--- src/rtl/seg7_pkg.sv ---
// Shared constants and types for the 4-digit multiplexed 7-segment display driver.
// Segment codes are active-low, packed as {g,f,e,d,c,b,a}.
package seg7_pkg;

   localparam int NUM_DIGITS = 4;

   typedef enum logic [1:0] {
      DIG0 = 2'd0,
      DIG1 = 2'd1,
      DIG2 = 2'd2,
      DIG3 = 2'd3
   } digit_idx_t;

   localparam logic [6:0] SEG_HEX_0 = 7'b1000000;
   localparam logic [6:0] SEG_HEX_1 = 7'b1111001;
   localparam logic [6:0] SEG_HEX_2 = 7'b0100100;
   localparam logic [6:0] SEG_HEX_3 = 7'b0110000;
   localparam logic [6:0] SEG_HEX_4 = 7'b0011001;
   localparam logic [6:0] SEG_HEX_5 = 7'b0010010;
   localparam logic [6:0] SEG_HEX_6 = 7'b0000010;
   localparam logic [6:0] SEG_HEX_7 = 7'b1111000;
   localparam logic [6:0] SEG_HEX_8 = 7'b0000000;
   localparam logic [6:0] SEG_HEX_9 = 7'b0010000;
   localparam logic [6:0] SEG_HEX_A = 7'b0001000;
   localparam logic [6:0] SEG_HEX_B = 7'b0000011;
   localparam logic [6:0] SEG_HEX_C = 7'b1000110;
   localparam logic [6:0] SEG_HEX_D = 7'b0100001;
   localparam logic [6:0] SEG_HEX_E = 7'b0000110;
   localparam logic [6:0] SEG_HEX_F = 7'b0001110;
   localparam logic [6:0] SEG_BLANK = 7'b1111111;

endpackage

--- src/rtl/hex_to_seg7.sv ---
// Combinational nibble to active-low 7-segment decoder ({g,f,e,d,c,b,a}).
module hex_to_seg7
   import seg7_pkg::*;
(
   input  logic [3:0] nib,
   output logic [6:0] seg_n
);

   always_comb begin
      seg_n = SEG_BLANK;
      case (nib)
         4'h0: seg_n = SEG_HEX_0;
         4'h1: seg_n = SEG_HEX_1;
         4'h2: seg_n = SEG_HEX_2;
         4'h3: seg_n = SEG_HEX_3;
         4'h4: seg_n = SEG_HEX_4;
         4'h5: seg_n = SEG_HEX_5;
         4'h6: seg_n = SEG_HEX_6;
         4'h7: seg_n = SEG_HEX_7;
         4'h8: seg_n = SEG_HEX_8;
         4'h9: seg_n = SEG_HEX_9;
         4'hA: seg_n = SEG_HEX_A;
         4'hB: seg_n = SEG_HEX_B;
         4'hC: seg_n = SEG_HEX_C;
         4'hD: seg_n = SEG_HEX_D;
         4'hE: seg_n = SEG_HEX_E;
         4'hF: seg_n = SEG_HEX_F;
         default: seg_n = SEG_BLANK;
      endcase
   end

endmodule

--- src/rtl/seg7_scan_driver.sv ---
// Time-multiplexed 4-digit common-anode hex display with frame-synchronous double-buffered updates.
// Optional leading-zero blanking is enabled by defining LEADING_ZERO_BLANK_EN.
module seg7_scan_driver
   import seg7_pkg::*;
#(
   parameter int REFRESH_DIV = 50000,
   parameter int BLANK_CYC   = 500
) (
   input  logic        fpga_clk1,
   input  logic        reset,
   input  logic [15:0] value_in,
   input  logic        value_valid,
   input  logic [3:0]  dp_in,
   output logic        seg0,
   output logic        seg1,
   output logic        seg2,
   output logic        seg3,
   output logic        seg4,
   output logic        seg5,
   output logic        seg6,
   output logic        dp,
   output logic        an0,
   output logic        an1,
   output logic        an2,
   output logic        an3,
   output logic        frame_done
);

   localparam int CNT_W = (REFRESH_DIV > 2) ? $clog2(REFRESH_DIV) : 1;
   localparam logic [CNT_W-1:0] CNT_MAX   = CNT_W'(REFRESH_DIV - 1);
   localparam logic [CNT_W-1:0] BLANK_END = CNT_W'(BLANK_CYC);

   logic [CNT_W-1:0] cnt_q, cnt_d;
   digit_idx_t       dig_q, dig_d;
   logic             pend_q, pend_d;
   logic [19:0]      pend_val_q, pend_val_d;
   logic [19:0]      disp_q, disp_d;
   logic [3:0]       an_q, an_d;
   logic [6:0]       seg_q, seg_d;
   logic             dp_q, dp_d;
   logic             frame_done_q, frame_done_d;

   logic             slot_end;
   logic             frame_end;
   logic [3:0]       cur_nib;
   logic             cur_dp;
   logic             cur_blank;
   logic [6:0]       dec_seg;

   // Slot/digit sequencing: each digit owns REFRESH_DIV cycles, DIG0..DIG3 then repeat.
   always_comb begin
      slot_end  = (cnt_q == CNT_MAX);
      frame_end = slot_end && (dig_q == DIG3);
      cnt_d     = slot_end ? '0 : cnt_q + CNT_W'(1);
      dig_d     = dig_q;
      if (slot_end) begin
         case (dig_q)
            DIG0:    dig_d = DIG1;
            DIG1:    dig_d = DIG2;
            DIG2:    dig_d = DIG3;
            DIG3:    dig_d = DIG0;
            default: dig_d = DIG0;
         endcase
      end
   end

   // A strobe landing on the frame boundary bypasses the pending buffer entirely.
   always_comb begin
      pend_d     = pend_q;
      pend_val_d = pend_val_q;
      disp_d     = disp_q;
      if (frame_end) begin
         if (value_valid) begin
            disp_d = {dp_in, value_in};
         end else if (pend_q) begin
            disp_d = pend_val_q;
         end
         pend_d = 1'b0;
      end else if (value_valid) begin
         pend_val_d = {dp_in, value_in};
         pend_d     = 1'b1;
      end
   end

   always_comb begin
      cur_nib = disp_q[3:0];
      cur_dp  = disp_q[16];
      case (dig_q)
         DIG0:    begin cur_nib = disp_q[3:0];   cur_dp = disp_q[16]; end
         DIG1:    begin cur_nib = disp_q[7:4];   cur_dp = disp_q[17]; end
         DIG2:    begin cur_nib = disp_q[11:8];  cur_dp = disp_q[18]; end
         DIG3:    begin cur_nib = disp_q[15:12]; cur_dp = disp_q[19]; end
         default: begin cur_nib = disp_q[3:0];   cur_dp = disp_q[16]; end
      endcase
   end

`ifdef LEADING_ZERO_BLANK_EN
   // A digit is blank only if it and every higher digit are zero with no lit point.
   logic [3:1] lz;
   always_comb begin
      lz[3] = (disp_q[15:12] == 4'h0) && !disp_q[19];
      lz[2] = lz[3] && (disp_q[11:8] == 4'h0) && !disp_q[18];
      lz[1] = lz[2] && (disp_q[7:4] == 4'h0) && !disp_q[17];
      cur_blank = 1'b0;
      case (dig_q)
         DIG1:    cur_blank = lz[1];
         DIG2:    cur_blank = lz[2];
         DIG3:    cur_blank = lz[3];
         default: cur_blank = 1'b0;
      endcase
   end
`else
   assign cur_blank = 1'b0;
`endif

   hex_to_seg7 u_dec (
      .nib   (cur_nib),
      .seg_n (dec_seg)
   );

   // Output register stage: anodes gated during the blanking window, segments are not.
   always_comb begin
      an_d = 4'b1111;
      if (cnt_q >= BLANK_END) begin
         case (dig_q)
            DIG0:    an_d = 4'b1110;
            DIG1:    an_d = 4'b1101;
            DIG2:    an_d = 4'b1011;
            DIG3:    an_d = 4'b0111;
            default: an_d = 4'b1111;
         endcase
      end
      seg_d        = cur_blank ? SEG_BLANK : dec_seg;
      dp_d         = ~cur_dp;
      frame_done_d = frame_end;
   end

   always_ff @(posedge fpga_clk1) begin
      if (reset) begin
         cnt_q        <= '0;
         dig_q        <= DIG0;
         pend_q       <= 1'b0;
         pend_val_q   <= '0;
         disp_q       <= '0;
         an_q         <= 4'b1111;
         seg_q        <= SEG_BLANK;
         dp_q         <= 1'b1;
         frame_done_q <= 1'b0;
      end else begin
         cnt_q        <= cnt_d;
         dig_q        <= dig_d;
         pend_q       <= pend_d;
         pend_val_q   <= pend_val_d;
         disp_q       <= disp_d;
         an_q         <= an_d;
         seg_q        <= seg_d;
         dp_q         <= dp_d;
         frame_done_q <= frame_done_d;
      end
   end

   assign {seg6, seg5, seg4, seg3, seg2, seg1, seg0} = seg_q;
   assign dp         = dp_q;
   assign {an3, an2, an1, an0} = an_q;
   assign frame_done = frame_done_q;

endmodule

--- config.mk ---
export PLATFORM = sky130hd
export DESIGN_NAME = seg7_scan_driver
export DESIGN_NICKNAME = d
export VERILOG_FILES = /design/src/rtl/seg7_pkg.sv /design/src/rtl/hex_to_seg7.sv /design/src/rtl/seg7_scan_driver.sv
export SDC_FILE = /design/constraint.sdc
export NUM_CORES = 1
export LEC_CHECK = 0
export CAP_MARGIN = 20
export CORE_MARGIN = 5
export CORE_UTILIZATION = 51
export CTS_CLUSTER_DIAMETER = 80
export CTS_CLUSTER_SIZE = 16
export DETAILED_ROUTE_END_ITERATION = 6
export PLACE_DENSITY = 0.88
export SLEW_MARGIN = 5
export SYNTH_ARGS = -nofsm -noshare
export SYNTH_HDL_FRONTEND = slang
export SYNTH_SLANG_ARGS = --single-unit
--- constraint.sdc ---
create_clock -name fpga_clk1 -period 2.05 [get_ports fpga_clk1]
set_clock_uncertainty 0.2 [all_clocks]
set_input_delay 0.5125 -clock fpga_clk1 [delete_from_list [all_inputs] [get_ports fpga_clk1]]
set_output_delay 0.5125 -clock fpga_clk1 [all_outputs]
set_load 0.01 [all_outputs]
# --- Word level (Yosys, flattened, before mapping) ---
# Memory sizes are Yosys's and may differ from the RTL's. A register that Yosys moved wholly into a read port is not among the register bits.
# Cells that the tools add are included.
classes:
  addsub: 1
  n_mul: 0
  div: 0
  order_cmp: 1
  n_eq_ne: 4
  n_shift: 0
  muxes: 6
  bitwise: 3
  n_reduce_logical: 8
ops:
  columns: ["cell", "n"]
  rows:
  - ["$mux 20", 2]
  - ["$pmux 4 s4", 2]
  - ["$add 16x1->16 const B", 1]
  - ["$eq 16x16->1 const B", 1]
  - ["$ge 16x9->1 const B", 1]
  - ["$pmux 2 s4", 1]
  - ["$reduce_or 2->1", 3]
  - ["$eq 2x2->1 const B", 2]
  - ["$pmux 1 s4", 1]
  - ["$reduce_and 2->1", 2]
  - ["$not 1->1", 3]
  - ["$eq 2x1->1 const B", 1]
  - ["$logic_not 2->1", 1]
  - ["$reduce_bool 2->1", 1]
  - ["$logic_and 1x1->1", 1]
totals:
  reg_bits: 65
  latch_bits: 0
  mem_bits_rw: 0
  rom_bits: 112
  output_inout_bits: 13
  elab_cells: 32
  memories: 1
mem_list:
  columns: ["memory", "depth", "word_bits", "rd", "rd_clocked_by_memory_dff", "wr", "line", "rtl"]
  rows:
  - ["(no name shown)", 16, 7, 1, 1, 0, "hex_to_seg7.sv:11", "case (nib)"]

# --- Longest topological paths before layout ---
# Gate-level depths: netlist (run 1).
logic_depth:
  word_depth: 4
  depth_mapped: 8
  mapped_depth_nobuf: 8

# --- Hierarchy ---
# From an unflattened synthesis (run 1), not the netlist that was laid out.
unflattened:
  hier_cells: 370
  hier_area_um2: 3524.6
by_module_without_submodules:
  columns: ["module", "instances", "cells_each", "area_per_inst_um2"]
  rows:
  - ["seg7_scan_driver", 1, 335, 3276.9]
  - ["hex_to_seg7", 1, 35, 247.7]

# --- Least setup slack after synthesis (run 1) ---
# Ideal clock, no wire load.
synth_path:
  path_kind: "flip-flop to flip-flop"
  startpoint: "register dig_q[1]"
  endpoint: "register seg_q[3]"
  setup_time_ps: 150
  arrival_ps: 1887
  required_ps: 1700
  setup_slack_ps: -188
  path_stages_with_launch: 9
  n_path_buf: 0
  cell_sequence: "dfxtp_1 -> inv_1 -> ha_1 -> a222oi_1 -> mux2_2 -> inv_1 -> ha_1 -> a2111oi_0 -> a31oi_1"
synth_via:
  elab_chain_cells: 2
  elab_cells_between_ends: 5
  cone_classes: "eq/ne (3); mux (1); reduce/logical (1)"
synth_rtl:
  columns: ["element", "line", "rtl"]
  rows:
  - ["start, declared", "seg7_scan_driver.sv:34", "digit_idx_t dig_q, dig_d;"]
  - ["start signal, assigned", "seg7_scan_driver.sv:151", "dig_q <= dig_d;"]
  - ["$eq 2x2->1 (tied with other cells)", "seg7_scan_driver.sv:88", "case (dig_q)"]
  - ["$pmux 4 s4 *", "seg7_scan_driver.sv:88", null]
  - ["end, declared", "seg7_scan_driver.sv:39", "logic [6:0] seg_q, seg_d;"]
# Mark *: on every way between the ends. The rest lies on a longest branch, timed or not.
# A chain may end at the register's enable or synchronous reset.

# --- Final worst setup path (run 1) ---
layout_path:
  startpoint: "register dig_q[0]"
  endpoint: "register seg_q[3]"
# Same word-level chain as after synthesis.

==> flow_metrics.env, run 1 <==
export IMPL_yosys_warnings=0
export IMPL_slowest_delay_ns=0.35
export IMPL_startpoint="dig_q[0]"
export IMPL_start_kind="flip-flop"
export IMPL_p_leak_nw=2.09
export IMPL_cts_inserted_buffers=9
export IMPL_grt_pass1_wl_mm=15.5
export IMPL_clock_sinks=72
export IMPL_hold_viol_final=0
export IMPL_synthToLayoutAreaGrowth_pct=41.5
export IMPL_diodes=0
export IMPL_grt_usage_pct=22.4
export IMPL_r2r_end="seg_q[3]"
export IMPL_drtPass1Iterations=5
export IMPL_core_um2=6790
export IMPL_cts_buffer_depth=2
export IMPL_crit_type="reg2reg"
export IMPL_setup_ws_ns=-0.178
export IMPL_rsz0062_at_grt="yes"
export IMPL_grt_overflow=0
export IMPL_ir_worst_vdd_mv=0.462
export IMPL_synth_ff_type="dfxtp_1"
export IMPL_clk_pin_slew_ns=0.07
export IMPL_async_reset_ff_share_pct=0
export IMPL_synth_area_um2=3580
export IMPL_min_period_ns=2.23
export IMPL_avgSynthCellArea_um2=9.59
export IMPL_worstPathArrival_ns=2.31
export IMPL_crit_required_ns=2.13
export IMPL_io_buffers=35
export IMPL_synthDistinctLibCells=46
export IMPL_drv_cap=0
export IMPL_synth_cells=373
export IMPL_synth_seq_cells=72
export IMPL_power_total_mw=2.72
export IMPL_drc=0
export IMPL_endpoint_kind="flip-flop"
export IMPL_critPathMaxFanout=4
export IMPL_rows=30
export IMPL_final_nets=495
export IMPL_cts_root_buf="clkbuf_8"
export IMPL_violations="negative setup slack"
export IMPL_status="finished, violations left"
export IMPL_power_density_nw_per_um2=537
export IMPL_ios=36
export IMPL_utilization_pct=74.5
export IMPL_dp_cells=530
export IMPL_gp_congestion=0.870
export IMPL_setup_viol=65
export IMPL_seq_area_frac_synth_pct=40.3
export IMPL_cts_tree="done"
export IMPL_synth_fp_nets=408
export IMPL_die_width_um=93.8
export IMPL_tightest_slew_ns=0.444
export IMPL_hold_class="reg2reg"
export IMPL_fin_tns_setup_ns=-6.31
export IMPL_fmax_ghz=0.449
export IMPL_design_area_um2=5060
export IMPL_relSlewSlack_pct=70.0
export IMPL_cts_hold_buf=0
export IMPL_finalCritPeriodShare_pct=109
export IMPL_r2r_start="dig_q[0]"
export IMPL_drv_slew=0
export IMPL_grt_pass1_vias=3156
export IMPL_reg2reg_slack_ns=-0.18
export IMPL_placed_area_um2=4430
export IMPL_clk_latency_ns=0.35
export IMPL_die_area_um2=8790
export IMPL_wl_per_cell_um=17.7
export IMPL_cp_cell_sequence="buf_4 -> ha_2 -> a222oi_1 -> mux2_4 -> ha_4 -> a211oi_4 -> a2111oi_4 -> a31oi_1"
export IMPL_drive_above_1_share_pct=33.3
export IMPL_layout_cells_non_filler=559
export IMPL_wl_mm=9.89
export IMPL_synth_edff_count=0
export IMPL_dp_hpwl_mm=5.89
export IMPL_h_tree_depth=3
export IMPL_num_fill_cells=405
export IMPL_ant_nets=0
export IMPL_ff2ff_path_depth=8
export IMPL_endpoint="seg_q[3]"
export IMPL_whs_path_depth=2
export IMPL_grt_max_degree=42
export IMPL_die_h_um=93.8
export IMPL_drt_first_iter_violations=209
export IMPL_slowest_stage="dfxtp_2"
export IMPL_initial_utilization_pct=52.7
export IMPL_vias=3137
export IMPL_antenna_found_initial=0
export IMPL_whs_ns=0.261
export IMPL_vias_per_cell=5.61
export IMPL_dp_slack_ns=-0.234
## layout make-up
type                            count  area [µm²]  area share [%]
Timing Repair Buffer               98         973            19.2
Multi-Input combinational cell    267        2320            45.8
Inverter                           12        48.8           0.964
Tap cell                           96         120            2.37
Clock buffer                       13         149            2.94
Sequential cell                    72        1450            28.6
Clock inverter                      1        5.00          0.0989
## flip-flops by register name, summed over array words and instances, names as in the netlist
signal	count
frame_done	1
disp_q	20
dp	1
dig_q	2
seg_q	7
pend_q	1
cnt_q	16
pend_val_q	20
an_q	4
## metal layers
metal  GRT usage, %  vias up  share of wire [%]
met5              0        -                  0
met4           8.78        0                2.5
met3           5.29       27                5.7
met2           39.9      137                 51
met1           25.5     1502                 41
li1               -     1471                  -
## synthesized netlist by cell type (7+ instances only)
master | number | area, µm²
dfxtp_1 | 72 | 1440
nand2_1 | 56 | 210
mux2i_1 | 45 | 450
nor2_1 | 33 | 124
nor2b_1 | 17 | 106
mux2_4 | 16 | 240
clkbuf_1 | 13 | 48.8
ha_1 | 12 | 150
inv_1 | 11 | 41.3
nand3_1 | 7 | 35.0
xnor2_1 | 7 | 61.3
xor2_1 | 7 | 61.3
## critical path: cells and delay by family (launching register included)
family	cells	cell delay [ns]
DFF	1	0.35
buffers and inverters	1	0.14
muxes	1	0.28
adders and majority gates	2	0.42
AOI/OAI and AO/OA	4	0.77
## timing repair
action                                  CTS  global route
endpoints found under the setup margin   63            65
resized for setup                        43            31
buffers inserted                          7             4
pin swaps                                22             8
cloned                                    5             0
## power by group
| group | switching, mW | internal, mW | total (mW) |
|---|---|---|---|
| Combinational | 0.144 | 0.159 | 0.304 |
| Clock | 0.503 | 0.459 | 0.962 |
| Sequential | 0.0179 | 1.44 | 1.45 |
## cells by family (layout without fill, tap and decap cells)
group | Yosys count | count (layout) | share of synthesized area [%]
simple gates | 142 | 143 | 20.0
flops | 72 | 72 | 40.3
mux | 65 | 65 | 20.6
buf+inv | 35 | 124 | 4.30
compound gates | 33 | 33 | 7.21
xor+xnor | 14 | 14 | 3.43
fa+ha+maj | 12 | 12 | 4.20
## placed cells by master (no fill, tap or decap), drive strengths merged, types with 4 or more instances in the layout
master / n
buf: 60
nor4: 6
clkdlybuf4s50: 35
xnor2: 7
nand2: 57
dfxtp: 72
nor2: 33
inv: 11
a311o: 4
xor2: 7
ha: 12
o31ai: 4
clkbuf: 16
a222oi: 5
mux2i: 45
nor2b: 17
mux2: 20
nand4: 4
nand3: 8
## worst min path at each step
| stage | slack, ns | endpoint | start |
|---|---|---|---|
| after global routing | 0.28 | pend_val_q[1] | pend_val_q[1] |
| after detailed placement | 0.25 | pend_val_q[0] | pend_val_q[0] |
| after CTS | 0.26 | pend_val_q[0] | pend_val_q[0] |
| after floorplan | 0.23 | pend_val_q[0] | pend_val_q[0] |
| final | 0.26 | pend_val_q[8] | pend_val_q[8] |
| after global placement | 0.24 | pend_val_q[13] | pend_val_q[13] |
No activity file was read; power rests on OpenSTA's default activity.
==> run 2: changes to the inputs <==
--- a/config.mk
+++ b/config.mk
@@ -12,7 +12,6 @@
 export CTS_CLUSTER_SIZE = 16
 export DETAILED_ROUTE_END_ITERATION = 6
 export PLACE_DENSITY = 0.88
-export SLEW_MARGIN = 5
 export SYNTH_ARGS = -nofsm -noshare
 export SYNTH_HDL_FRONTEND = slang
 export SYNTH_SLANG_ARGS = --single-unit
==> results of run 2 <==
Final layout, timing and power as in run 1 (identical DEF).
